<file path="config.mk">
export PLATFORM = sky130hd
export DESIGN_NAME = ram512_arbiter
export DESIGN_NICKNAME = d
export VERILOG_FILES = /design/src/rtl/ram512_arbiter.sv
export SDC_FILE = /design/constraint.sdc
export NUM_CORES = 1
export LEC_CHECK = 0
export ABC_AREA = 1
export CORE_MARGIN = 2
export CORE_UTILIZATION = 55
export CTS_CLUSTER_SIZE = 25
export DETAILED_ROUTE_END_ITERATION = 6
export DONT_BUFFER_PORTS = 1
export PLACE_DENSITY_LB_ADDON = 0.15
export SLEW_MARGIN = 20
export SYNTH_ARGS = -nofsm -noshare
export SYNTH_HDL_FRONTEND = slang
export SYNTH_SLANG_ARGS = --single-unit
</file>
<file path="constraint.sdc">
create_clock -name clk -period 2.2 [get_ports clk]
set_input_delay 0.44 -clock clk [delete_from_list [all_inputs] [get_ports clk]]
set_output_delay 0.44 -clock clk [all_outputs]
set_load 0.1 [all_outputs]
</file>
<file path="src/rtl/ram512_arbiter.sv">
// Round-robin two-port arbiter and zero-initialiser in front of a single-port ram512.
// Sweeps the RAM with zeros after reset (or on clear_start), then serves A and B one access per cycle.
module ram512_arbiter #(
    parameter int DATA_WIDTH     = 16,
    parameter int ADDR_WIDTH     = 9,
    parameter int CLEAR_ON_RESET = 1
) (
    input  logic                  clk,
    input  logic                  rst_n,
    input  logic                  clear_start,
    output logic                  busy,

    input  logic                  a_req,
    input  logic                  a_we,
    input  logic [ADDR_WIDTH-1:0] a_addr,
    input  logic [DATA_WIDTH-1:0] a_wdata,
    output logic                  a_gnt,
    output logic [DATA_WIDTH-1:0] a_rdata,
    output logic                  a_rvalid,

    input  logic                  b_req,
    input  logic                  b_we,
    input  logic [ADDR_WIDTH-1:0] b_addr,
    input  logic [DATA_WIDTH-1:0] b_wdata,
    output logic                  b_gnt,
    output logic [DATA_WIDTH-1:0] b_rdata,
    output logic                  b_rvalid,

    output logic [DATA_WIDTH-1:0] ram_in,
    output logic [ADDR_WIDTH-1:0] ram_address,
    output logic                  ram_load,
    input  logic [DATA_WIDTH-1:0] ram_out
);

    typedef enum logic [1:0] {START, CLEAR, RUN} state_t;

    state_t                state;
    logic [ADDR_WIDTH-1:0] cnt;
    logic [ADDR_WIDTH-1:0] addr_hold;
    logic                  last;       // 0 = A won last, 1 = B won last
    logic                  a_win;
    logic                  b_win;

    // On contention the requester that did not win last time gets the slot.
    always_comb begin
        a_win = (state == RUN) && a_req && (!b_req || last);
        b_win = (state == RUN) && b_req && (!a_req || !last);
    end

    assign a_gnt = a_win;
    assign b_gnt = b_win;
    assign busy  = (state != RUN);

    // Idle cycles keep the previous address so the RAM sees no spurious change.
    always_comb begin
        ram_load    = 1'b0;
        ram_in      = '0;
        ram_address = addr_hold;
        case (state)
            CLEAR: begin
                ram_load    = 1'b1;
                ram_address = cnt;
            end
            RUN: begin
                if (a_win) begin
                    ram_load    = a_we;
                    ram_in      = a_wdata;
                    ram_address = a_addr;
                end else if (b_win) begin
                    ram_load    = b_we;
                    ram_in      = b_wdata;
                    ram_address = b_addr;
                end
            end
            default: ;
        endcase
    end

    always_ff @(posedge clk or negedge rst_n) begin
        if (!rst_n) begin
            state     <= START;
            cnt       <= '0;
            addr_hold <= '0;
            last      <= 1'b1;
            a_rdata   <= '0;
            b_rdata   <= '0;
            a_rvalid  <= 1'b0;
            b_rvalid  <= 1'b0;
        end else begin
            addr_hold <= ram_address;
            a_rvalid  <= a_win && !a_we;
            b_rvalid  <= b_win && !b_we;
            if (a_win && !a_we)
                a_rdata <= ram_out;
            if (b_win && !b_we)
                b_rdata <= ram_out;
            if (a_win)
                last <= 1'b0;
            else if (b_win)
                last <= 1'b1;

            case (state)
                START: state <= (CLEAR_ON_RESET != 0) ? CLEAR : RUN;
                CLEAR: begin
                    cnt <= cnt + 1'b1;
                    if (cnt == '1) begin
                        state <= RUN;
                        cnt   <= '0;
                    end
                end
                RUN: if (clear_start) state <= CLEAR;
                default: state <= START;
            endcase
        end
    end

endmodule

</file>
==> results of run 1 <==
synth_stat cells:
cell type  number  share of area (%)
a21oi_1        20                3.4
a22o_1         17                5.1
a22oi_1         1               0.26
a31oi_1         1               0.22
buf_1           1               0.13
buf_2           7                1.2
buf_4           1               0.26
buf_6           5                1.9
clkbuf_1        2               0.26
clkinv_1        2               0.26
clkinv_2        1               0.17
dfrtp_1        54                 47
dfstp_2         1               0.90
ha_1            7                3.0
inv_1          48                6.2
inv_2           2               0.26
inv_4           1               0.22
nand2_1        74                9.6
nand2_2         5                1.1
nand2_4         2               0.78
nand3_1        29                5.0
nand4_1         1               0.22
nor2_1         20                2.6
o21ai_0        21                3.6
o21ai_1         2               0.34
o21ai_2        16                4.8
o22ai_1         1               0.22
o31ai_1         1               0.26
or2_1           1               0.22
xnor2_1         1               0.30
xor2_1          2               0.60
worst register-to-register path, stage by stage (launching register included):
cell and delay [ps]:
dfrtp_1 430, ha_1 220, nand3_1 140, nor2_1 170, nand2_1 100, nor2_1 100
ha_1 180, inv_1 70, nand2_2 120, inv_1 110, a22oi_1 150, nor2_1 60
final timing paths:
| check | slack, ps | depth (start not counted) | end |
|---|---|---|---|
| max in group asynchronous | 1280 | 2 | b_rdata[4] |
| min reg2reg | 490 | 2 | b_rdata[0] |
| min | 250 | 2 | a_rdata[6] |
| max | -260 | 7 | ram_address[8] |
| min in group asynchronous | 650 | 2 | addr_hold[7] |
| max reg2reg | 250 | 11 | cnt[2] |
state kept, by name, summed over array words and instances, names as in the netlist:
register   count
a_rvalid       1
b_rdata       16
b_rvalid       1
cnt            9
last           1
state          2
a_rdata       16
addr_hold      9
logic make-up after synthesis:
group	Yosys count	share of synthesized area (%)
simple gates	132	19.4
compound gates	80	18.3
buf+inv	70	10.9
flops	55	47.4
fa+ha+maj	7	3.02
xor+xnor	3	0.905
repair_timing:
action | CTS | global route
setup endpoints to repair | 28 | 30
resized for setup | 31 | 26
setup buffers | 8 | 2
pin swaps | 10 | 10
endpoints found under the hold margin | 55 | 0
hold buffers | 2 | 0
stage by stage:
step	TNS [ps]	setup WS, ps
after global routing	-5850	-322
after global placement	-1710	-122
after floorplan	-67.1	-34.8
final	-4270	-262
after detailed placement	-2730	-189
after CTS	-2190	-203
routing by layer:
layer  vias to the layer above  GRT usage (%)  share of wire [%]
met5                         -              0                  0
met4                         0           9.64                1.8
met3                        14           6.47                6.8
met2                       116           51.7                 54
met1                      1292           35.0                 37
li1                       1267              -                  -
final cells by class:
cell class                      instances  area (um^2)
Inverter                               54          236
Fill cell                             320          857
Sequential cell                        55         1380
Tap cell                               70         87.6
Timing Repair Buffer                   80          847
Multi-Input combinational cell        222         1600
Clock inverter                          3         31.3
Clock buffer                            5         68.8
==> out/metrics.csv, run 1 <==
metric;value;unit
outcome;complete, but fails checks;
failing checks;setup timing;
crit share post-route;112;%
Worst Setup SP;state[1];
Startpoint Class;register;
DP Cell Count;469;
Die Y;76.7;um
worst hold margin;249;ps
Core ar.;5110;um^2
critical path, cell by cell;ha_4 -> nand2_4 -> inv_8 -> nand3_1 -> nand3_2 -> nand2_2 -> a21oi_4;
half-perimeter wire length after placement;5640;um
Synth Area per Inst;8.37;um^2
family with the most delay on the worst path;compound AO/OA/AOI/OAI gates;
slew margin rel.;51.0;%
Critical Path AT;2020;ps
yosys synthesis warning count;0;
syn_nets;427;
Final Hold Fails;0;
CTS Buffer Depth;2;
Worst Skew;12.7;ps
first-pass GRT wire length;13500;um
pin count of the biggest net entering global routing;56;
Hold WC Path Type;input pin to register;
Setup CP Type;register to output pin;
layout cell share with drive strength beyond 1;42.0;%
WL final;8470;um
max cap viols;0;
number of global-route vias before repair;2734;
I/O pin count;136;
setup ws final;-262;ps
CTS clk-pin slew, worst paths;120;ps
Vias/cell;5.50;
Synth Instances;347;
#FFs+latches synth;55;
final core occ;83.2;%
hold path startpoint;ram_out[6];
CTS Buf Count;5;
CP max stage cell;a21oi_4;
R2R Path Start;cnt[1];
post-route insts no fill;489;
drc violations;0;
die span in x;76.7;um
minimum clock period;2460;ps
IO buf count;0;
worst-path maximum fanout;5;
Final Slew Violations;0;
critical path required time;1760;ps
CTS tree;built;
cell area after synthesis;2900;um^2
initial DRC count;243;
CTS Root Cell;clkbuf_8;
commonest non-fill, non-tap cell in the layout;buf_4;
antenna violations before repair;0;
Crit path buffers/inverters;1;
Setup Viol. Count Final;26;
most frequent cells in the layout;58 x buf_4, 57 x nand2_1, 54 x dfrtp_1, 44 x inv_1, 23 x nand3_1;
via count;2689;
final instance area;4250;um^2
routability cong.;0.856;
Initial Util;56.9;%
area of placed instances;3800;um^2
Layout Area Growth over Synthesis;46.4;%
CTS sink count;55;
element type at the critical path end;output pin;
Avg WL per Cell;17.3;um
Final ANT Viol Nets;0;
clock latency on the worst-skew pair;330;ps
GRT overflow;0;
RSZ-0062 raised after global routing;true;
Netlist cell types;31;
DRT Pass-1 Iters;4;
Peak Freq;406;MHz
Tightest Pin Transition;733;ps
H-Tree Depth;2;
nets;498;
Rows;26;
GRT Util Overall;29.1;%
ant diodes;0;
sequential area share after synthesis;47.4;%
die area;5880;um^2
worst stage delay on the critical path;600;ps
Power of run 1 is not shown: default switching activity piles up to over one toggle a cycle in this logic, so the estimate is an artifact.
==> run 2: changes to the inputs <==
- CORE_UTILIZATION: 55 -> 40
- CTS_CLUSTER_SIZE: 25 -> default
==> out/metrics.csv, run 2 (synthesis results as in run 1) <==
metric;value;unit;change
Hold WC Path Type;input pin to register;;
Peak Freq;417;MHz;+2.7%
Post-Route Setup TNS;-1910;ps;+2360 ps
Layout Area Growth over Synthesis;50.8;%;
pin count of the biggest net entering global routing;56;;unchanged
R2R depth;10;;-1
via count;2601;;-3.3%
DP Cell Count;504;;+7.5%
ant diodes;0;;unchanged
CTS clk-pin slew, worst paths;110;ps;about the same
Core ar.;7140;um^2;+40%
IO buf count;0;;unchanged
half-perimeter wire length after placement;5710;um;+1.1%
CTS sink count;55;;unchanged
RSZ-0062 raised after global routing;true;;
outcome;complete, but fails checks;;
antenna violations before repair;0;;unchanged
Critical Path AT;1960;ps;-60 ps
first-pass GRT wire length;11800;um;-12%
initial DRC count;78;;-68%
element type at the critical path end;output pin;;
CTS tree;built;;
die area;7960;um^2;+35%
GRT Util Overall;19.4;%;-9.7 points
most frequent cells in the layout;58 x nand2_1, 55 x buf_4, 53 x dfrtp_1, 45 x inv_1, 22 x nand3_1;;
Final Slew Violations;0;;unchanged
crit share post-route;109;%;-2.9 points
GRT overflow;0;;unchanged
final core occ;61.4;%;-22 points
CTS Root Cell;clkbuf_8;;
Final ANT Viol Nets;0;;unchanged
drc violations;0;;unchanged
layout cell share with drive strength beyond 1;43.6;%;+1.6 points
post-route insts no fill;523;;+7.0%
nets;503;;+1.0%
CTS Buffer Depth;2;;unchanged
DRT Pass-1 Iters;4;;unchanged
minimum clock period;2400;ps;-64.7 ps
Die Y;89.2;um;+16%
worst-path maximum fanout;9;;+4
WL final;7950;um;-6.1%
H-Tree Depth;2;;unchanged
Setup Viol. Count Final;26;;unchanged
commonest non-fill, non-tap cell in the layout;nand2_1;;
Vias/cell;4.97;;-9.6%
Avg WL per Cell;15.2;um;-12%
max cap viols;0;;unchanged
failing checks;setup timing;;
Hold Path Stages;2;;unchanged
number of global-route vias before repair;2506;;-8.3%
Worst Skew;6.69;ps;-5.99 ps
Setup CP Type;register to output pin;;
clock latency on the worst-skew pair;320;ps;about the same
I/O pin count;136;;unchanged
setup ws final;-198;ps;+64.7 ps
slew margin rel.;52.7;%;+1.7 points
Startpoint Class;register;;
top flop regs;a_rdata (16), b_rdata (16);;
Rows;31;;+19%
Final Hold Fails;0;;unchanged
die span in x;89.2;um;+16%
routability cong.;0.813;;-4.9%
Initial Util;40.7;%;-16 points
Tightest Pin Transition;707;ps;-25.8 ps
critical path required time;1760;ps;about the same
CTS Buf Count;5;;unchanged
==> run 2: cell count changes in the layout (fill, tap and decap cells not counted), moves of 2 or more <==
cell     before  now
buf_4        58   55
a21oi_2       3    7
buf_6         3    7
a21oi_1       7    3
inv_4         0    2
inv_2         6    4
==> run 2: through the flow <==
stage | instance area (um^2) | setup slack (ps) | hold slack [ps]
after detailed placement | 3920 | 100 | 146
after global placement | 3920 | 141 | 147
after floorplan | 3130 | -34.8 | 144
after CTS | 4200 | -175 | 245
final | 4380 | -198 | 258
after global routing | 4380 | -265 | 256
==> run 2: routing by layer <==
metal | track usage, % | routed length [um]
met4 | 6.78 | 150
met2 | 34.1 | 3990
met3 | 5.54 | 659
met5 | 0 | 0
met1 | 22.5 | 3150
==> run 2: layout make-up <==
class	instances	area, um^2
Fill cell	625	2760
Multi-Input combinational cell	222	1620
Sequential cell	55	1380
Timing Repair Buffer	83	905
Inverter	54	238
Tap cell	99	124
Clock buffer	5	68.8
Clock inverter	3	27.5
Timing Repair inverter	2	20.0
==> run 2: final timing paths <==
path                             from             end  slack [ps]
setup / recovery             state[0]  ram_address[1]        -200
hold / removal             ram_out[2]      a_rdata[2]         260
setup reg to reg               cnt[1]        state[0]         250
hold reg to reg                cnt[8]          cnt[8]         540
max in group asynchronous       rst_n            last        1300
min in group asynchronous       rst_n    addr_hold[6]         630
==> run 2: critical path: stages, from the launching register on <==
cell     delay (ps)
dfrtp_1         380
inv_2            60
buf_4           130
ha_4            280
buf_6           140
nor2_1           80
a21oi_4         560
==> run 2: repair_timing <==
action / CTS / global route
endpoints found under the hold margin: 55 / 0
setup buffers: 5 / 3
gates cloned: 0 / 2
pin swaps: 9 / 21
setup endpoints to repair: 28 / 28
hold buffers: 2 / 0
resized for setup: 31 / 35
Power of run 2 is left out for the same reason.
==> run 3: changes to the inputs <==
==> constraint.sdc (replaced) <==
create_clock -name clk -period 2.2 [get_ports clk]
set_input_delay 0.22 -clock clk [delete_from_list [all_inputs] [get_ports clk]]
set_output_delay 0.22 -clock clk [all_outputs]
set_load 0.1 [all_outputs]
==> out/metrics.csv, run 3 (synthesis results as in run 1) <==
metric;value;unit;change
die span in x;89.2;um;unchanged
CTS Buf Count;5;;unchanged
RSZ-0062 raised after global routing;true;;
top flop regs;a_rdata (16), b_rdata (16);;
ant diodes;0;;unchanged
H-Tree Depth;2;;unchanged
crit share post-route;104;%;-5.0 points
Min-Delay Endpoint;a_rdata[13];;
routed length on met1;3270;um;+3.9%
antenna violations before repair;0;;unchanged
layout cell share with drive strength beyond 1;39.1;%;-4.5 points
Vias/cell;5.00;;+0.46%
FF/Latch Area;1380;um^2;unchanged
Post-Route Setup TNS;-417;ps;+1500 ps
final-layout fill cell count;640;;+2.4%
Setup Viol. Count Final;9;;-65%
Peak Freq;437;MHz;+4.8%
Die Y;89.2;um;unchanged
DRT Pass-1 Iters;4;;unchanged
dpl ws;-38.6;ps;-139 ps
critical path required time;1980;ps;+220 ps
Critical Path AT;2070;ps;+110 ps
GRT Util Overall;20.4;%;+1.1 points
Layout Area Growth over Synthesis;44.2;%;
setup ws final;-87.6;ps;+110 ps
Hold Path Stages;2;;unchanged
slew margin rel.;42.2;%;-11 points
Final ANT Viol Nets;0;;unchanged
first-pass GRT wire length;12500;um;+5.9%
commonest non-fill, non-tap cell in the layout;nand2_1;;
most frequent cells in the layout;64 x nand2_1, 53 x dfrtp_1, 48 x buf_4, 46 x inv_1;;
Core ar.;7140;um^2;unchanged
element type at the critical path end;output pin;;
worst hold margin;47.0;ps;-211 ps
Final Hold Fails;0;;unchanged
half-perimeter wire length after placement;5530;um;-3.1%
worst-path maximum fanout;5;;-4
via count;2563;;-1.5%
Hold WC Path Type;input pin to register;;
GRT overflow;0;;unchanged
Worst Skew;8.70;ps;+2.02 ps
Setup CP Type;register to output pin;;
routability cong.;0.882;;+8.4%
drc violations;0;;unchanged
reg2reg setup slack;260;ps;about the same
R2R depth;9;;-1
Final Slew Violations;0;;unchanged
Startpoint Class;register;;
failing checks;setup timing;;
Initial Util;40.7;%;unchanged
initial DRC count;86;;+10%
met2 WL;3810;um;-4.5%
I/O pin count;136;;unchanged
wire length on met3;757;um;+15%
CTS clk-pin slew, worst paths;110;ps;about the same
Avg WL per Cell;15.4;um;+1.6%
number of global-route vias before repair;2554;;+1.9%
CTS sink count;55;;unchanged
hold path startpoint;ram_out[13];;
minimum clock period;2290;ps;-110 ps
WL final;7920;um;-0.39%
CTS tree;built;;
reg2reg end;addr_hold[2];;
Tightest Pin Transition;868;ps;+160 ps
outcome;complete, but fails checks;;
nets;493;;-2.0%
pin count of the biggest net entering global routing;56;;unchanged
CTS Buffer Depth;2;;unchanged
DR top layer;met4;;
R2R Path Start;state[0];;
max cap viols;0;;unchanged
Multi-input gate area;1500;um^2;-7.1%
clock latency on the worst-skew pair;310;ps;about the same
Rows;31;;unchanged
die area;7960;um^2;unchanged
IO buf count;0;;unchanged
CTS Root Cell;clkbuf_8;;
## run 3: cell count changes in the layout (fill, tap and decap cells not counted), sizes merged
| cell | delta |
|---|---|
| clkinvlp | -1 |
| inv | -2 |
| clkbuf | +1 |
| buf | -8 |
## run 3: how the worst max path moves through the flow
stage	startpoint	to	slack, ps
after detailed placement	state[0]	ram_in[13]	-40
after floorplan	state[0]	ram_in[10]	-130
after global placement	state[0]	ram_in[9]	20
after CTS	state[0]	ram_address[2]	-70
after global routing	state[0]	ram_address[2]	-180
final	state[0]	ram_address[2]	-90
## run 3: timing repair
action                                  in CTS  in global routing
endpoints found under the setup margin      27                 27
hold buffers                                 2                  0
pin swaps                                   20                 12
gates resized for setup                     36                 17
setup buffers                                7                  1
hold endpoints to repair                    55                  0
cloned                                       1                  0
## run 3: final cells by class
cell class,instances,area share [%]
Multi-Input combinational cell,222,35.9
Sequential cell,55,32.9
Timing Repair Buffer,75,20.5
Inverter,54,5.29
Tap cell,99,2.96
Clock buffer,6,1.97
Clock inverter,2,0.478
## run 3: stage by stage
stage | utilization [%] | area, um^2 | std cells
floorplan | - | 3030 | 347
global placement | 52.9 | 3770 | 494
detailed placement | 52.9 | 3770 | 494
CTS | 57.6 | 4110 | 512
global route | 58.7 | 4190 | 513
finish | 58.7 | 4190 | 513
## run 3: layer usage
metal | up-vias | GRT usage (%)
met5 | - | 0
met4 | 0 | 5.29
met3 | 10 | 6.56
met2 | 117 | 33.1
met1 | 1191 | 26.7
li1 | 1245 | -
## run 3: worst max-delay path: stages (launching register included)
cell	delay, ps
dfrtp_1	400
inv_2	80
ha_4	170
nand2_4	70
inv_8	80
buf_8	120
nand3_2	80
nand3_2	80
nand2_2	70
a21oi_4	590
Power of run 3 is left out for the same reason.
